--- src/rtl/riscv_pkg.sv ---
// riscv_pkg: shared RV32 definitions for the memory stage.
//   XLEN          - datapath width (32)
//   MEMOP_*       - memory-op encodings carried on mem_op
//   mem_state_e   - memory-stage FSM state encoding
//   helpers       - op classification, byte-enable and store-data steering,
//                   alignment check (used only with MEM_MISALIGN_TRAP_EN)
package riscv_pkg;

    localparam int unsigned XLEN = 32;

    localparam logic [3:0] MEMOP_NONE = 4'd0;
    localparam logic [3:0] MEMOP_LB   = 4'd1;
    localparam logic [3:0] MEMOP_LH   = 4'd2;
    localparam logic [3:0] MEMOP_LW   = 4'd3;
    localparam logic [3:0] MEMOP_LBU  = 4'd4;
    localparam logic [3:0] MEMOP_LHU  = 4'd5;
    localparam logic [3:0] MEMOP_SB   = 4'd6;
    localparam logic [3:0] MEMOP_SH   = 4'd7;
    localparam logic [3:0] MEMOP_SW   = 4'd8;

    typedef enum logic {
        StIdle,
        StBusy
    } mem_state_e;

    function automatic logic is_load(input logic [3:0] op);
        return (op == MEMOP_LB) || (op == MEMOP_LH) || (op == MEMOP_LW) ||
               (op == MEMOP_LBU) || (op == MEMOP_LHU);
    endfunction

    function automatic logic is_store(input logic [3:0] op);
        return (op == MEMOP_SB) || (op == MEMOP_SH) || (op == MEMOP_SW);
    endfunction

    // Loads and stores share the same lane masks; misaligned low bits are
    // simply not looked at (halfword uses addr[1], word uses neither).
    function automatic logic [3:0] byte_en(input logic [3:0] op, input logic [1:0] addr);
        logic [3:0] be;
        be = 4'b0000;
        case (op)
            MEMOP_LB, MEMOP_LBU, MEMOP_SB: be = 4'b0001 << addr;
            MEMOP_LH, MEMOP_LHU, MEMOP_SH: be = addr[1] ? 4'b1100 : 4'b0011;
            MEMOP_LW, MEMOP_SW:            be = 4'b1111;
            default:                       be = 4'b0000;
        endcase
        return be;
    endfunction

    // Replicate store data across lanes so the slave just honours byte enables.
    function automatic logic [XLEN-1:0] store_data(input logic [3:0] op,
                                                   input logic [XLEN-1:0] sdata);
        logic [XLEN-1:0] wd;
        case (op)
            MEMOP_SB: wd = {4{sdata[7:0]}};
            MEMOP_SH: wd = {2{sdata[15:0]}};
            default:  wd = sdata;
        endcase
        return wd;
    endfunction

    function automatic logic misaligned(input logic [3:0] op, input logic [1:0] addr);
        logic m;
        case (op)
            MEMOP_LH, MEMOP_LHU, MEMOP_SH: m = addr[0];
            MEMOP_LW, MEMOP_SW:            m = (addr != 2'b00);
            default:                       m = 1'b0;
        endcase
        return m;
    endfunction

endpackage

--- src/rtl/mem_load_align.sv ---
// mem_load_align: combinational load-data extraction and extension.
//   rdata_i [31:0] - raw word returned by the data bus
//   addr_i  [1:0]  - low effective-address bits selecting the byte/half
//   op_i    [3:0]  - MEMOP_* code; LB/LH sign-extend, LBU/LHU zero-extend
//   data_o  [31:0] - value to write back
module mem_load_align
    import riscv_pkg::*;
(
    input  logic [XLEN-1:0] rdata_i,
    input  logic [1:0]      addr_i,
    input  logic [3:0]      op_i,
    output logic [XLEN-1:0] data_o
);

    logic [7:0]  byte_sel;
    logic [15:0] half_sel;

    always_comb begin
        byte_sel = rdata_i[7:0];
        case (addr_i)
            2'd0:    byte_sel = rdata_i[7:0];
            2'd1:    byte_sel = rdata_i[15:8];
            2'd2:    byte_sel = rdata_i[23:16];
            default: byte_sel = rdata_i[31:24];
        endcase
        half_sel = addr_i[1] ? rdata_i[31:16] : rdata_i[15:0];

        data_o = rdata_i;
        case (op_i)
            MEMOP_LB:  data_o = {{24{byte_sel[7]}}, byte_sel};
            MEMOP_LBU: data_o = {24'h0, byte_sel};
            MEMOP_LH:  data_o = {{16{half_sel[15]}}, half_sel};
            MEMOP_LHU: data_o = {16'h0, half_sel};
            default:   data_o = rdata_i;
        endcase
    end

endmodule

--- src/rtl/mem_stage.sv ---
// mem_stage: RV32 memory-access pipeline stage.
//   Consumes the EX/MEM outputs (mem_*), runs one req/ack data-bus transaction
//   per load/store, and registers the writeback triple (wb_*). stall_req holds
//   upstream while a memory op is pending; upstream keeps mem_* stable then.
// Ports:
//   clk, rst                        - clock, synchronous active-high reset
//   mem_wd/mem_wreg/mem_wdata       - dest reg, write enable, ALU result/address
//   mem_op/mem_sdata                - MEMOP_* code, store data
//   stall_req                       - combinational upstream hold
//   dbus_req/we/addr/be/wdata       - registered bus request fields
//   dbus_ack/dbus_rdata             - bus completion, read data
//   wb_wd/wb_wreg/wb_wdata          - registered writeback triple
//   misalign_exc/misalign_addr      - only when MEM_MISALIGN_TRAP_EN is defined
// Configuration:
//   MEM_MISALIGN_TRAP_EN - trap misaligned half/word accesses instead of
//                          silently aligning them down.
module mem_stage
    import riscv_pkg::*;
(
    input  logic            clk,
    input  logic            rst,
    input  logic [4:0]      mem_wd,
    input  logic            mem_wreg,
    input  logic [XLEN-1:0] mem_wdata,
    input  logic [3:0]      mem_op,
    input  logic [XLEN-1:0] mem_sdata,
    output logic            stall_req,
    output logic            dbus_req,
    output logic            dbus_we,
    output logic [XLEN-1:0] dbus_addr,
    output logic [3:0]      dbus_be,
    output logic [XLEN-1:0] dbus_wdata,
    input  logic            dbus_ack,
    input  logic [XLEN-1:0] dbus_rdata,
    output logic [4:0]      wb_wd,
    output logic            wb_wreg,
    output logic [XLEN-1:0] wb_wdata
`ifdef MEM_MISALIGN_TRAP_EN
    ,
    output logic            misalign_exc,
    output logic [XLEN-1:0] misalign_addr
`endif
);

    mem_state_e      state_q;
    logic            dbus_req_q;
    logic            dbus_we_q;
    logic [XLEN-1:0] dbus_addr_q;
    logic [3:0]      dbus_be_q;
    logic [XLEN-1:0] dbus_wdata_q;
    logic [4:0]      wb_wd_q;
    logic            wb_wreg_q;
    logic [XLEN-1:0] wb_wdata_q;

    logic            op_load;
    logic            op_mem;
    logic            trap;
    logic [XLEN-1:0] load_data;

    assign op_load = is_load(mem_op);
    assign op_mem  = op_load | is_store(mem_op);

`ifdef MEM_MISALIGN_TRAP_EN
    logic            misalign_exc_q;
    logic [XLEN-1:0] misalign_addr_q;

    assign trap          = op_mem && misaligned(mem_op, mem_wdata[1:0]);
    assign misalign_exc  = misalign_exc_q;
    assign misalign_addr = misalign_addr_q;
`else
    assign trap = 1'b0;
`endif

    mem_load_align u_load_align (
        .rdata_i (dbus_rdata),
        .addr_i  (mem_wdata[1:0]),
        .op_i    (mem_op),
        .data_o  (load_data)
    );

    // A trapped access completes in IDLE, so it must not stall.
    always_comb begin
        stall_req = 1'b0;
        unique case (state_q)
            StIdle:  stall_req = op_mem && !trap;
            StBusy:  stall_req = !dbus_ack;
            default: stall_req = 1'b0;
        endcase
    end

    always_ff @(posedge clk) begin
        if (rst) begin
            state_q      <= StIdle;
            dbus_req_q   <= 1'b0;
            dbus_we_q    <= 1'b0;
            dbus_addr_q  <= '0;
            dbus_be_q    <= 4'b0000;
            dbus_wdata_q <= '0;
            wb_wd_q      <= 5'd0;
            wb_wreg_q    <= 1'b0;
            wb_wdata_q   <= '0;
`ifdef MEM_MISALIGN_TRAP_EN
            misalign_exc_q  <= 1'b0;
            misalign_addr_q <= '0;
`endif
        end else begin
`ifdef MEM_MISALIGN_TRAP_EN
            misalign_exc_q <= 1'b0;
`endif
            unique case (state_q)
                StIdle: begin
                    if (!op_mem) begin
                        wb_wd_q    <= mem_wd;
                        wb_wreg_q  <= mem_wreg;
                        wb_wdata_q <= mem_wdata;
                    end else if (trap) begin
                        wb_wreg_q <= 1'b0;
`ifdef MEM_MISALIGN_TRAP_EN
                        misalign_exc_q  <= 1'b1;
                        misalign_addr_q <= mem_wdata;
`endif
                    end else begin
                        state_q      <= StBusy;
                        dbus_req_q   <= 1'b1;
                        dbus_we_q    <= !op_load;
                        dbus_addr_q  <= {mem_wdata[XLEN-1:2], 2'b00};
                        dbus_be_q    <= byte_en(mem_op, mem_wdata[1:0]);
                        dbus_wdata_q <= store_data(mem_op, mem_sdata);
                        wb_wreg_q    <= 1'b0;
                    end
                end
                StBusy: begin
                    if (dbus_ack) begin
                        state_q    <= StIdle;
                        dbus_req_q <= 1'b0;
                        wb_wd_q    <= mem_wd;
                        wb_wreg_q  <= op_load & mem_wreg;
                        if (op_load) begin
                            wb_wdata_q <= load_data;
                        end
                    end else begin
                        wb_wreg_q <= 1'b0;
                    end
                end
                default: state_q <= StIdle;
            endcase
        end
    end

    assign dbus_req   = dbus_req_q;
    assign dbus_we    = dbus_we_q;
    assign dbus_addr  = dbus_addr_q;
    assign dbus_be    = dbus_be_q;
    assign dbus_wdata = dbus_wdata_q;
    assign wb_wd      = wb_wd_q;
    assign wb_wreg    = wb_wreg_q;
    assign wb_wdata   = wb_wdata_q;

endmodule

--- config.mk ---
export PLATFORM = sky130hd
export DESIGN_NAME = mem_stage
export DESIGN_NICKNAME = d
export VERILOG_FILES = /design/src/rtl/riscv_pkg.sv /design/src/rtl/mem_load_align.sv /design/src/rtl/mem_stage.sv
export SDC_FILE = /design/constraint.sdc
export NUM_CORES = 1
export LEC_CHECK = 0
export CAP_MARGIN = 30
export CORE_UTILIZATION = 40
export CTS_CLUSTER_SIZE = 28
export DETAILED_ROUTE_END_ITERATION = 16
export PLACE_DENSITY = 0.85
export SLEW_MARGIN = 20
export SYNTH_ARGS = -nofsm -noshare
export SYNTH_HDL_FRONTEND = slang
export SYNTH_HIERARCHICAL = 1
export SYNTH_SLANG_ARGS = --single-unit
--- constraint.sdc ---
create_clock -name clk -period 4.7 [get_ports clk]
set_input_delay 1.41 -clock clk [delete_from_list [all_inputs] [get_ports clk]]
set_output_delay 1.41 -clock clk [all_outputs]
set_load 0.01 [all_outputs]
==> load_flow_metrics.sql, run 1 <==
INSERT INTO impl_metrics (metric_group, metric, value, unit) VALUES
('synth', 'synth.lib_cells_used.distinct', '54', ''),
('synth', 'synth-edff-count', '0', ''),
('clock_tree', 'cts.hold.buffers_added', '0', ''),
('sta', 'maxSlewViolCount', '0', ''),
('sta', 'fin_skew', '6.437', 'ps'),
('power_and_ir_drop', 'switching_power', '706.5', 'uW'),
('clock_tree', 'clk_buf_depth', '2', ''),
('worst_setup_path', 'slowest_delay', '590', 'ps'),
('synth', 'synthesis.area_per_instance', '9.928', 'um2'),
('worst_setup_path', 'critical_path.most_common_cell', 'sky130_fd_sc_hd__clkdlybuf4s50_1', ''),
('power_and_ir_drop', 'power_density', '316.5', 'nW/um2'),
('floorplan', 'rows', '42', ''),
('sta', 'report.final.hold_viol_count', '0', ''),
('synth', 'synth_simple_gate_area_frac', '0.1062', ''),
('route', 'drt-initial-drc-count', '506', ''),
('synth', 'yosys-mux-area-fraction', '0.2127', ''),
('route', 'antenna_violating_nets_post_route', '0', ''),
('worst_setup_path', 'crit_buf_inv', '2', ''),
('place', 'dp_hpwl', '12.82', 'mm'),
('layout', 'drive_gt1_frac', '0.07011', ''),
('worst_setup_path', 'worstSetupPathType', 'primary input to primary output', ''),
('place', 'place_area', '7787', 'um2'),
('power_and_ir_drop', 'power.share.clock', '0.340', ''),
('worst_setup_path', 'critical_path.top_delay_family', 'buffers and inverters', ''),
('floorplan', 'initial_utilization', '0.4168', ''),
('clock_tree', 'post_cts.repair.setup_buffers', '0', ''),
('floorplan', 'core_area', '13510', 'um2'),
('layout', 'area_growth', '44.54', '%'),
('route', 'met2WireLength', '8.123', 'mm'),
('sta', 'period_minus_slack', '4522', 'ps'),
('place', 'port_buffers', '215', ''),
('worst_setup_path', 'worstPathCellList', 'clkdlybuf4s50_1, o31a_1, o31ai_4, clkdlybuf4s50_1', ''),
('sta', 'totalNegativeSetupSlack', '0', 'ps'),
('synth', 'synth_area_leaders', 'sky130_fd_sc_hd__dfxtp_1 38%, sky130_fd_sc_hd__mux2i_1 18%, sky130_fd_sc_hd__o2111ai_1 5.0%, sky130_fd_sc_hd__o31ai_1 4.4%, sky130_fd_sc_hd__nor2_1 3.9%', ''),
('synth', 'mappedNetlistArea', '5629', 'um2'),
('layout', 'layout.cell_area.non_filler', '8137', 'um2'),
('power_and_ir_drop', 'share_comb_of_total_power', '0.261', ''),
('synth', 'post-synth-top-count-cell', 'sky130_fd_sc_hd__dfxtp_1', ''),
('clock_tree', 'ctsRootBufferMaster', 'sky130_fd_sc_hd__clkbuf_16', ''),
('synth', 'post_synth_fa_ha_maj_area_fraction', '0', ''),
('floorplan', 'num_io_pins', '218', ''),
('global_route', 'track_usage', '0.2399', ''),
('power_and_ir_drop', 'net_sw_frac', '0.2743', ''),
('floorplan', 'dieWidth', '120.6', 'um'),
('clock_tree', 'post_cts_resize_count', '0', ''),
('route', 'drt-met1-wl', '7.675', 'mm'),
('synth', 'synth_largest_type_area_fraction', '0.3805', ''),
('route', 'drt-vias-per-instance', '5.662', ''),
('clock_tree', 'cts_htree_levels', '3', ''),
('sta', 'setup_viol_count_final', '0', ''),
('worst_setup_path', 'critical_path.startpoint_type', 'primary input', ''),
('hold_path', 'min-delay-start', 'dbus_wdata[8]', ''),
('worst_setup_path', 'cp-startpoint', 'mem_op[0]', ''),
('synth', 'synth-warning-count', '6', ''),
('synth', 'synth_compound_gate_area_share', '0.2307', ''),
('synth', 'ys_seq_elements', '107', ''),
('synth', 'ys_seq_area_frac', '0.3805', ''),
('worst_setup_path', 'critical_path.max_fanout', '3', ''),
('sta', 'max_slew_margin', '0.3592', ''),
('layout', 'n_antenna_cell', '0', ''),
('global_route', 'first_global_vias', '5126', ''),
('synth', 'ys_dominant_reg_cell', 'sky130_fd_sc_hd__dfxtp_1', ''),
('synth', 'library_cell_occupying_the_most_area_in_the_post_synthesis_netlist', 'sky130_fd_sc_hd__dfxtp_1', ''),
('hold_path', 'hold-path-endpoint', 'dbus_wdata[8]', ''),
('sta', 'whs', '469.7', 'ps'),
('worst_setup_path', 'timing.reg2reg.worst_path_depth', '6', ''),
('sta', 'rsz0062_at_grt', 'no', ''),
('sta', 'achievable-frequency', '0.2212', 'GHz'),
('run_status', 'outcome', 'completed', ''),
('route', 'drt-wirelength-per-cell', '18.77', 'um'),
('route', 'wl', '17.49', 'mm');
[cells in the final DEF (no fill, tap or decap), types with 16 or more instances in the layout]
cell type	synthesis	layout
sky130_fd_sc_hd__nor2_1	59	59
sky130_fd_sc_hd__a21o_1	17	17
sky130_fd_sc_hd__nand2b_1	18	18
sky130_fd_sc_hd__clkdlybuf4s50_1	0	214
sky130_fd_sc_hd__o211ai_1	16	16
sky130_fd_sc_hd__o31ai_1	33	33
sky130_fd_sc_hd__a21oi_1	28	28
sky130_fd_sc_hd__dfxtp_1	107	106
sky130_fd_sc_hd__buf_4	6	18
sky130_fd_sc_hd__mux2i_1	99	99
sky130_fd_sc_hd__o2111ai_1	32	32
[worst reg2reg max path, delay by kind of cell, from the launching register on]
family | cells | cell delay (ps)
buf+inv | 2 | 790
flops | 1 | 360
compound gates | 3 | 1120
simple gates | 1 | 240
[per-layer routing]
layer / global-route usage / vias to the layer above
met1: 0.3038 / 2523
met4: 0.1134 / 0
met5: 0 / -
li1: - / 2494
met2: 0.3815 / 212
met3: 0.05943 / 48
[stage by stage]
step / utilization / total power, uW / instances
finish: 0.6025 / 2575 / 932
global route: 0.6025 / 2686 / 932
CTS: 0.6025 / 2594 / 932
detailed placement: 0.5766 / 1718 / 916
global placement: 0.5755 / 1694 / 915
floorplan: - / 1399 / 568
[registers in the layout, indices dropped and copies added (netlist names)]
name / flops
dbus_req: 1
wb_wreg: 1
dbus_we: 1
state_q: 1
dbus_addr: 30
wb_wdata: 32
wb_wd: 5
dbus_be: 4
dbus_wdata: 32
[cells by family (layout without fill, tap and decap cells)]
logic type,count (synthesis),in the layout
compound gates,167,167
xor+xnor,1,1
buf+inv,65,253
flops,107,107
mux,107,107
other cells,1,2
simple gates,119,119
[layout make-up]
type,instances,area (um2)
Clock buffer,9,225.2
Clock inverter,7,123.9
Fill cell,1060,5369
Inverter,4,15.01
Multi-Input combinational cell,396,3117
Sequential cell,107,2143
Tap cell,176,220.2
Timing Repair Buffer,233,2292
[power groups by stage]
stage / Combinational [uW] / Sequential (uW) / Clock, uW
after floorplan: 321 / 1080 / 0
after global placement: 650 / 1040 / 0
after detailed placement: 670 / 1050 / 0
after CTS: 673 / 1030 / 894
after global routing: 719 / 1040 / 931
final: 673 / 1030 / 875
[how the worst max path moves through the flow]
stage	to	slack, ps	cells past startpoint
2_1_floorplan	stall_req	1000	3
3_3_place_gp	stall_req	180	4
3_5_place_dp	stall_req	160	4
4_1_cts	stall_req	150	4
5_1_grt	stall_req	120	4
6_report	stall_req	180	4
No activity file was read; power rests on OpenSTA's default activity.
==> inputs of run 2 (changes only) <==
--- a/config.mk
+++ b/config.mk
@@ -6,11 +6,10 @@
 export NUM_CORES = 1
 export LEC_CHECK = 0
 export CAP_MARGIN = 30
-export CORE_UTILIZATION = 40
+export CORE_UTILIZATION = 48
 export CTS_CLUSTER_SIZE = 28
 export DETAILED_ROUTE_END_ITERATION = 16
-export PLACE_DENSITY = 0.85
-export SLEW_MARGIN = 20
+export PLACE_DENSITY = 0.95
 export SYNTH_ARGS = -nofsm -noshare
 export SYNTH_HDL_FRONTEND = slang
 export SYNTH_HIERARCHICAL = 1
==> run 2 against run 1 <==
Critical path type unchanged. Combinational power up 3%. The flow now finishes with violations (design-rule violations). Sequential cell count stayed put. Register-to-register slack worse by 20 ps. Wire length grew 5.3%. Largest power group unchanged. Highest routed layer unchanged. Core utilization up 11 points. Clock power decreased by 13%. Fmax grew 1.2%. Via count up 2.8%. Clock-buffer cell count increased by 2. Sequential power about the same. Design area down 0.46%. Power is 3.6% lower.
==> load_flow_metrics.sql, run 2 (synthesized netlist as in run 1, its figures left out) <==
INSERT INTO impl_metrics (metric_group, metric, value, unit) VALUES
('worst_setup_path', 'cp.required', '3290', 'ps'),
('global_route', 'global_route.overflow_total', '0', ''),
('clock_tree', 'tritoncts.num_buffers', '9', ''),
('global_route', 'antenna_found_initial', '0', ''),
('sta', 'setup_viol_count_final', '0', ''),
('sta', 'maxSlewViolCount', '0', ''),
('route', 'antenna_violating_nets_post_route', '0', ''),
('power_and_ir_drop', 'power_density', '306.5', 'nW/um2'),
('sta', 'period_minus_slack', '4469', 'ps'),
('hold_path', 'min-delay-start', 'dbus_wdata[8]', ''),
('layout', 'area_growth', '43.88', '%'),
('global_route', 'largest_net_degree_at_the_start_of_global_routing', '105', ''),
('floorplan', 'dieArea', '12170', 'um2'),
('clock_tree', 'cts_tree', 'yes', ''),
('floorplan', 'dieWidth', '110.3', 'um'),
('clock_tree', 'ctsRootBufferMaster', 'sky130_fd_sc_hd__clkbuf_16', ''),
('place', 'gp_congestion', '0.9894', ''),
('power_and_ir_drop', 'share_comb_of_total_power', '0.278', ''),
('layout', 'drive_gt1_frac', '0.06878', ''),
('route', 'drt-vias-per-instance', '6.034', ''),
('hold_path', 'hold-path-endpoint', 'dbus_wdata[8]', ''),
('power_and_ir_drop', 'cellInternalPower', '1777', 'uW'),
('power_and_ir_drop', 'leakage', '0.003091', 'uW'),
('worst_setup_path', 'worst_r2r_startpoint', 'state_q', ''),
('power_and_ir_drop', 'net_sw_frac', '0.2843', ''),
('clock_tree', 'cts.hold.buffers_added', '0', ''),
('layout', 'layout.cell_area.non_filler', '8099', 'um2'),
('sta', 'totalNegativeSetupSlack', '0', 'ps'),
('clock_tree', 'clk-insertion-delay-late', '340', 'ps'),
('sta', 'rsz0062_at_grt', 'no', ''),
('clock_tree', 'cts_htree_levels', '3', ''),
('clock_tree', 'post_cts.repair.setup_buffers', '0', ''),
('clock_tree', 'post_cts_resize_count', '0', ''),
('route', 'detailedRoute.firstPassIterationCount', '11', ''),
('run_status', 'violations_in_the_final_reports', 'design-rule violations', ''),
('place', 'place_area', '7784', 'um2'),
('clock_tree', 'tritoncts_num_sinks', '107', ''),
('clock_tree', 'clkSlewWorstSetupHoldPaths', '70', 'ps'),
('sta', 'max_slew_margin', '0.3646', ''),
('sta', 'timing.final.crit_share', '0.9509', ''),
('place', 'dpl_worst_slack', '212.5', 'ps'),
('sta', 'whs', '469.5', 'ps'),
('route', 'detailed_route_via_count', '5425', ''),
('route', 'drt-wirelength-per-cell', '20.49', 'um'),
('floorplan', 'rows', '39', ''),
('floorplan', 'core_area', '11420', 'um2'),
('global_route', 'first_global_vias', '5297', ''),
('floorplan', 'die_h', '110.3', 'um'),
('worst_setup_path', 'worstSetupPathType', 'primary input to primary output', ''),
('worst_setup_path', 'timing.reg2reg.worst_path_depth', '5', ''),
('power_and_ir_drop', 'flop_pwr_share', '0.416', ''),
('worst_setup_path', 'crit_reg_reg_endpoint', 'wb_wdata[8]', ''),
('sta', 'fin_skew', '4.186', 'ps'),
('layout', 'layout.cells.most_common_list', '214 x sky130_fd_sc_hd__clkdlybuf4s50_1, 106 x sky130_fd_sc_hd__dfxtp_1, 99 x sky130_fd_sc_hd__mux2i_1', ''),
('global_route', 'grt_pass1_wl', '27.70', 'mm'),
('power_and_ir_drop', 'irDropWorstVdd', '0.2681', 'mV'),
('layout', 'nets', '860', ''),
('run_status', 'outcome', 'complete, but fails checks', ''),
('layout', 'commonest_non_fill_non_tap_cell_in_the_layout', 'sky130_fd_sc_hd__clkdlybuf4s50_1', ''),
('sta', 'setup_ws', '230.8', 'ps'),
('global_route', 'track_usage', '0.3001', ''),
('place', 'port_buffers', '215', ''),
('sta', 'worst-slew-pin-transition', '950.4', 'ps'),
('power_and_ir_drop', 'power.share.clock', '0.307', ''),
('flow_run', 'maxCapViolations', '0', ''),
('clock_tree', 'clk_buf_depth', '2', ''),
('sta', 'report.final.hold_viol_count', '0', ''),
('worst_setup_path', 'worstSetupEndpointType', 'primary output', ''),
('layout', 'n_antenna_cell', '0', ''),
('worst_setup_path', 'crit_arrival', '3060', 'ps'),
('layout', 'number_of_fill_cells_in_the_layout', '837', ''),
('route', 'drt-initial-drc-count', '501', ''),
('floorplan', 'num_io_pins', '218', ''),
('sta', 'achievable-frequency', '0.2238', 'GHz'),
('worst_setup_path', 'regToRegSetupSlack', '2030', 'ps'),
('worst_setup_path', 'critical_path.max_fanout', '3', ''),
('place', 'dp_hpwl', '13.14', 'mm'),
('floorplan', 'initial_utilization', '0.4930', ''),
('hold_path', 'min_delay_worst_type', 'flip-flop to flip-flop', ''),
('route', 'drt_drc_violations_left', '2', ''),
('power_and_ir_drop', 'switching_power', '705.7', 'uW'),
('hold_path', 'hold_path_cells', '2', ''),
('route', 'wl', '18.42', 'mm'),
('worst_setup_path', 'critical_path.startpoint_type', 'primary input', '');
-- run 2: cell types whose count changed in the layout (fill, tap and decap cells not counted) --
cell / change
sky130_fd_sc_hd__buf_8: -1
sky130_fd_sc_hd__buf_4: -3
sky130_fd_sc_hd__clkbuf_1: +1
sky130_fd_sc_hd__clkinv_2: +3
sky130_fd_sc_hd__clkinv_4: -2
sky130_fd_sc_hd__clkbuf_8: +1
sky130_fd_sc_hd__buf_16: +2
sky130_fd_sc_hd__bufinv_16: -2
sky130_fd_sc_hd__inv_6: -1
sky130_fd_sc_hd__buf_12: +2
-- run 2: stage by stage --
stage	std cells	total power, uW	utilization
after detailed placement	882	1729	0.6817
after CTS	898	2483	0.7075
after global routing	899	2578	0.7093
after floorplan	568	1399	-
after global placement	880	1693	0.6769
final	899	2482	0.7093
-- run 2: area by class of cell --
class	instances	area [um2]	share of cell area
Clock buffer	11	242.7	0.02997
Timing Repair Buffer	233	2350	0.2901
Tap cell	143	178.9	0.02209
Sequential cell	107	2143	0.2646
Multi-Input combinational cell	396	3117	0.3848
Clock inverter	5	52.55	0.006488
Inverter	4	15.01	0.001854
-- run 2: critical path, stage by stage --
cell and delay, ps:
sky130_fd_sc_hd__clkdlybuf4s50_1 480, sky130_fd_sc_hd__o31a_1 370, sky130_fd_sc_hd__o31ai_4 220, sky130_fd_sc_hd__clkdlybuf4s50_1 580
-- run 2: worst max path at each step --
stage	startpoint	endpoint	depth (start not counted)
floorplan	mem_op[0]	stall_req	3
global placement	mem_op[1]	stall_req	4
detailed placement	mem_op[1]	stall_req	4
CTS	mem_op[1]	stall_req	4
global route	mem_op[1]	stall_req	4
finish	mem_op[1]	stall_req	4
-- run 2: per-layer routing --
layer	part of all wire	track usage	vias to the layer above
met5	0	0	-
met4	0.031	0.1316	0
met3	0.067	0.04292	48
met2	0.50	0.5138	283
met1	0.40	0.3741	2590
li1	-	-	2504
-- run 2: power by group through the flow --
stage / Clock [uW] / Sequential [uW] / Combinational (uW)
after global placement: 0 / 1040 / 648
after detailed placement: 0 / 1050 / 678
after CTS: 769 / 1030 / 684
after floorplan: 0 / 1080 / 321
final: 761 / 1030 / 690
after global routing: 806 / 1040 / 733
==> inputs of run 3 (changes only) <==
--- a/config.mk
+++ b/config.mk
@@ -5,7 +5,6 @@
 export SDC_FILE = /design/constraint.sdc
 export NUM_CORES = 1
 export LEC_CHECK = 0
-export CAP_MARGIN = 30
 export CORE_UTILIZATION = 48
 export CTS_CLUSTER_SIZE = 28
 export DETAILED_ROUTE_END_ITERATION = 16
==> run 3 against run 2 <==
The flow still finishes with violations (design-rule violations). Non-clock buffer count down 3. Critical path depth unchanged. Largest power group unchanged. Design area down 0.96%. Largest cell class unchanged. Global-route usage down 0.75 points. Die area unchanged. Fmax about the same. Core utilization down 0.68 points. Cell count down 0.44%.
==> load_flow_metrics.sql, run 3 (synthesized netlist as in run 1, its figures left out) <==
INSERT INTO impl_metrics (metric_group, metric, value, unit) VALUES
('power_and_ir_drop', 'switching_power', '698.2', 'uW'),
('global_route', 'antenna_found_initial', '0', ''),
('hold_path', 'min_delay_worst_type', 'flip-flop to flip-flop', ''),
('global_route', 'track_usage', '0.2926', ''),
('route', 'drt-vias-per-instance', '5.980', ''),
('route', 'maxUsedRoutingLayer', 'met4', ''),
('power_and_ir_drop', 'net_sw_frac', '0.2833', ''),
('worst_setup_path', 'worst_setup_path_endpoint', 'stall_req', ''),
('flow_run', 'maxCapViolations', '0', ''),
('worst_setup_path', 'critical_path.startpoint_type', 'primary input', ''),
('power_and_ir_drop', 'flop_pwr_share', '0.419', ''),
('worst_setup_path', 'regToRegSetupSlack', '1630', 'ps'),
('run_status', 'outcome', 'complete, but fails checks', ''),
('floorplan', 'num_io_pins', '218', ''),
('sta', 'timing.final.crit_share', '0.9515', ''),
('power_and_ir_drop', 'power_density', '307.2', 'nW/um2'),
('run_status', 'violations_in_the_final_reports', 'design-rule violations', ''),
('worst_setup_path', 'worst_path_max_delay_cell', 'sky130_fd_sc_hd__clkdlybuf4s50_1', ''),
('clock_tree', 'clk_buf_depth', '2', ''),
('place', 'dp_hpwl', '13.04', 'mm'),
('worst_setup_path', 'critical_path.top_delay_family', 'buffers and inverters', ''),
('route', 'met2WireLength', '9.008', 'mm'),
('place', 'gp_congestion', '0.9894', ''),
('floorplan', 'die_h', '110.3', 'um'),
('sta', 'worst-slew-pin-transition', '1248', 'ps'),
('global_route', 'largest_net_degree_at_the_start_of_global_routing', '105', ''),
('route', 'drt-wirelength-per-cell', '20.23', 'um'),
('layout', 'layout.cells.most_common_list', '214 x sky130_fd_sc_hd__clkdlybuf4s50_1, 106 x sky130_fd_sc_hd__dfxtp_1, 99 x sky130_fd_sc_hd__mux2i_1', ''),
('worst_setup_path', 'crit_reg_reg_endpoint', 'wb_wdata[1]', ''),
('layout', 'nets', '857', ''),
('floorplan', 'rows', '39', ''),
('layout', 'n_antenna_cell', '0', ''),
('floorplan', 'core_area', '11420', 'um2'),
('worst_setup_path', 'cp-startpoint', 'mem_op[1]', ''),
('route', 'drt-initial-drc-count', '436', ''),
('worst_setup_path', 'worstSetupPathType', 'primary input to primary output', ''),
('clock_tree', 'tritoncts.num_buffers', '9', ''),
('route', 'wl_met3', '1.221', 'mm'),
('worst_setup_path', 'critical_path.most_common_cell', 'sky130_fd_sc_hd__clkdlybuf4s50_1', ''),
('clock_tree', 'post_cts.repair.setup_buffers', '0', ''),
('layout', 'commonest_non_fill_non_tap_cell_in_the_layout', 'sky130_fd_sc_hd__clkdlybuf4s50_1', ''),
('sta', 'report.final.hold_viol_count', '0', ''),
('sta', 'max_slew_margin', '0.1682', ''),
('layout', 'final-instance-count-excl-fill', '895', ''),
('sta', 'setup_viol_count_final', '0', ''),
('power_and_ir_drop', 'irDropWorstVdd', '0.2280', 'mV'),
('power_and_ir_drop', 'leakage', '0.003059', 'uW'),
('clock_tree', 'clkSlewWorstSetupHoldPaths', '70', 'ps'),
('worst_setup_path', 'crit_buf_inv', '2', ''),
('layout', 'drive_gt1_frac', '0.06516', ''),
('sta', 'maxSlewViolCount', '0', ''),
('worst_setup_path', 'worstPathCellList', 'clkdlybuf4s50_1, o31a_1, o31ai_4, clkdlybuf4s50_1', ''),
('worst_setup_path', 'worst_r2r_startpoint', 'state_q', ''),
('floorplan', 'initial_utilization', '0.4930', ''),
('layout', 'area_growth', '42.50', '%'),
('clock_tree', 'post_cts_resize_count', '0', ''),
('clock_tree', 'cts.hold.buffers_added', '0', ''),
('clock_tree', 'ctsRootBufferMaster', 'sky130_fd_sc_hd__clkbuf_16', ''),
('global_route', 'grt_pass1_wl', '27.12', 'mm'),
('route', 'detailedRoute.firstPassIterationCount', '13', ''),
('place', 'dp_cells', '880', ''),
('clock_tree', 'cts_htree_levels', '3', ''),
('global_route', 'global_route.overflow_total', '0', ''),
('power_and_ir_drop', 'cellInternalPower', '1766', 'uW'),
('route', 'drt_drc_violations_left', '2', ''),
('sta', 'fin_skew', '4.767', 'ps'),
('worst_setup_path', 'worstSetupEndpointType', 'primary output', ''),
('global_route', 'first_global_vias', '5283', ''),
('power_and_ir_drop', 'post-layout-total-power', '2465', 'uW'),
('floorplan', 'dieArea', '12170', 'um2'),
('worst_setup_path', 'critical_path.max_fanout', '3', ''),
('route', 'wl', '18.11', 'mm'),
('route', 'antenna_violating_nets_post_route', '0', ''),
('sta', 'achievable-frequency', '0.2236', 'GHz'),
('route', 'drt-met1-wl', '7.202', 'mm'),
('sta', 'totalNegativeSetupSlack', '0', 'ps'),
('clock_tree', 'cts_tree', 'yes', ''),
('sta', 'period_minus_slack', '4472', 'ps'),
('clock_tree', 'tritoncts_num_sinks', '107', ''),
('power_and_ir_drop', 'power.share.clock', '0.306', ''),
('worst_setup_path', 'path_depth', '4', ''),
('worst_setup_path', 'timing.reg2reg.worst_path_depth', '5', ''),
('clock_tree', 'clk-insertion-delay-late', '350', 'ps'),
('worst_setup_path', 'cp.required', '3290', 'ps'),
('place', 'port_buffers', '215', ''),
('power_and_ir_drop', 'share_comb_of_total_power', '0.275', ''),
('sta', 'rsz0062_at_grt', 'no', ''),
('worst_setup_path', 'crit_arrival', '3060', 'ps'),
('floorplan', 'dieWidth', '110.3', 'um'),
('worst_setup_path', 'slowest_delay', '580', 'ps'),
('layout', 'finalCoreUtilization', '0.7025', ''),
('route', 'detailed_route_via_count', '5352', '');
## run 3: area by class of cell
cell class,count,area (um2)
Sequential cell,107,2143
Clock buffer,10,239.0
Timing Repair Buffer,230,2275
Inverter,4,15.01
Fill cell,814,3397
Multi-Input combinational cell,396,3117
Tap cell,143,178.9
Clock inverter,5,53.80
## run 3: worst register-to-register path, delay by kind of cell (launching register included)
family	cells	cell delay, ps
AOI/OAI and AO/OA	3	1710
and+or+nand+nor	1	220
DFF	1	430
buffers and inverters	1	550
## run 3: power groups by stage
stage	clock network [uW]	registers (uW)	logic [uW]
after CTS	765	1030	673
after global routing	799	1040	721
after global placement	0	1040	648
final	755	1030	678
after detailed placement	0	1050	670
after floorplan	0	1080	321
## run 3: per-stage QoR
stage / hold slack, ps / instance area [um2] / setup WS [ps]
6_report: 468.8 / 8021 / 228.0
5_1_grt: 497.8 / 8021 / 166.7
4_1_cts: 472.1 / 8021 / 211.1
3_5_place_dp: 460.7 / 7729 / 212.4
3_3_place_gp: 454.3 / 7729 / 213.4
2_1_floorplan: 489.3 / 5633 / 998.7
## run 3: per-layer routing
layer	vias up	global-route usage
met5	-	0
met1	2515	0.3557
met3	59	0.04703
met4	0	0.1607
li1	2498	-
met2	280	0.4929
## run 3: worst min path at each step
stage          slack, ps           start  cells after the start        endpoint
2_1_floorplan        490  dbus_wdata[27]                      2  dbus_wdata[27]
3_3_place_gp         450  dbus_wdata[27]                      2  dbus_wdata[27]
3_5_place_dp         460   dbus_wdata[8]                      2   dbus_wdata[8]
4_1_cts              470   dbus_wdata[8]                      2   dbus_wdata[8]
5_1_grt              500   dbus_wdata[8]                      2   dbus_wdata[8]
6_report             470   dbus_wdata[8]                      2   dbus_wdata[8]
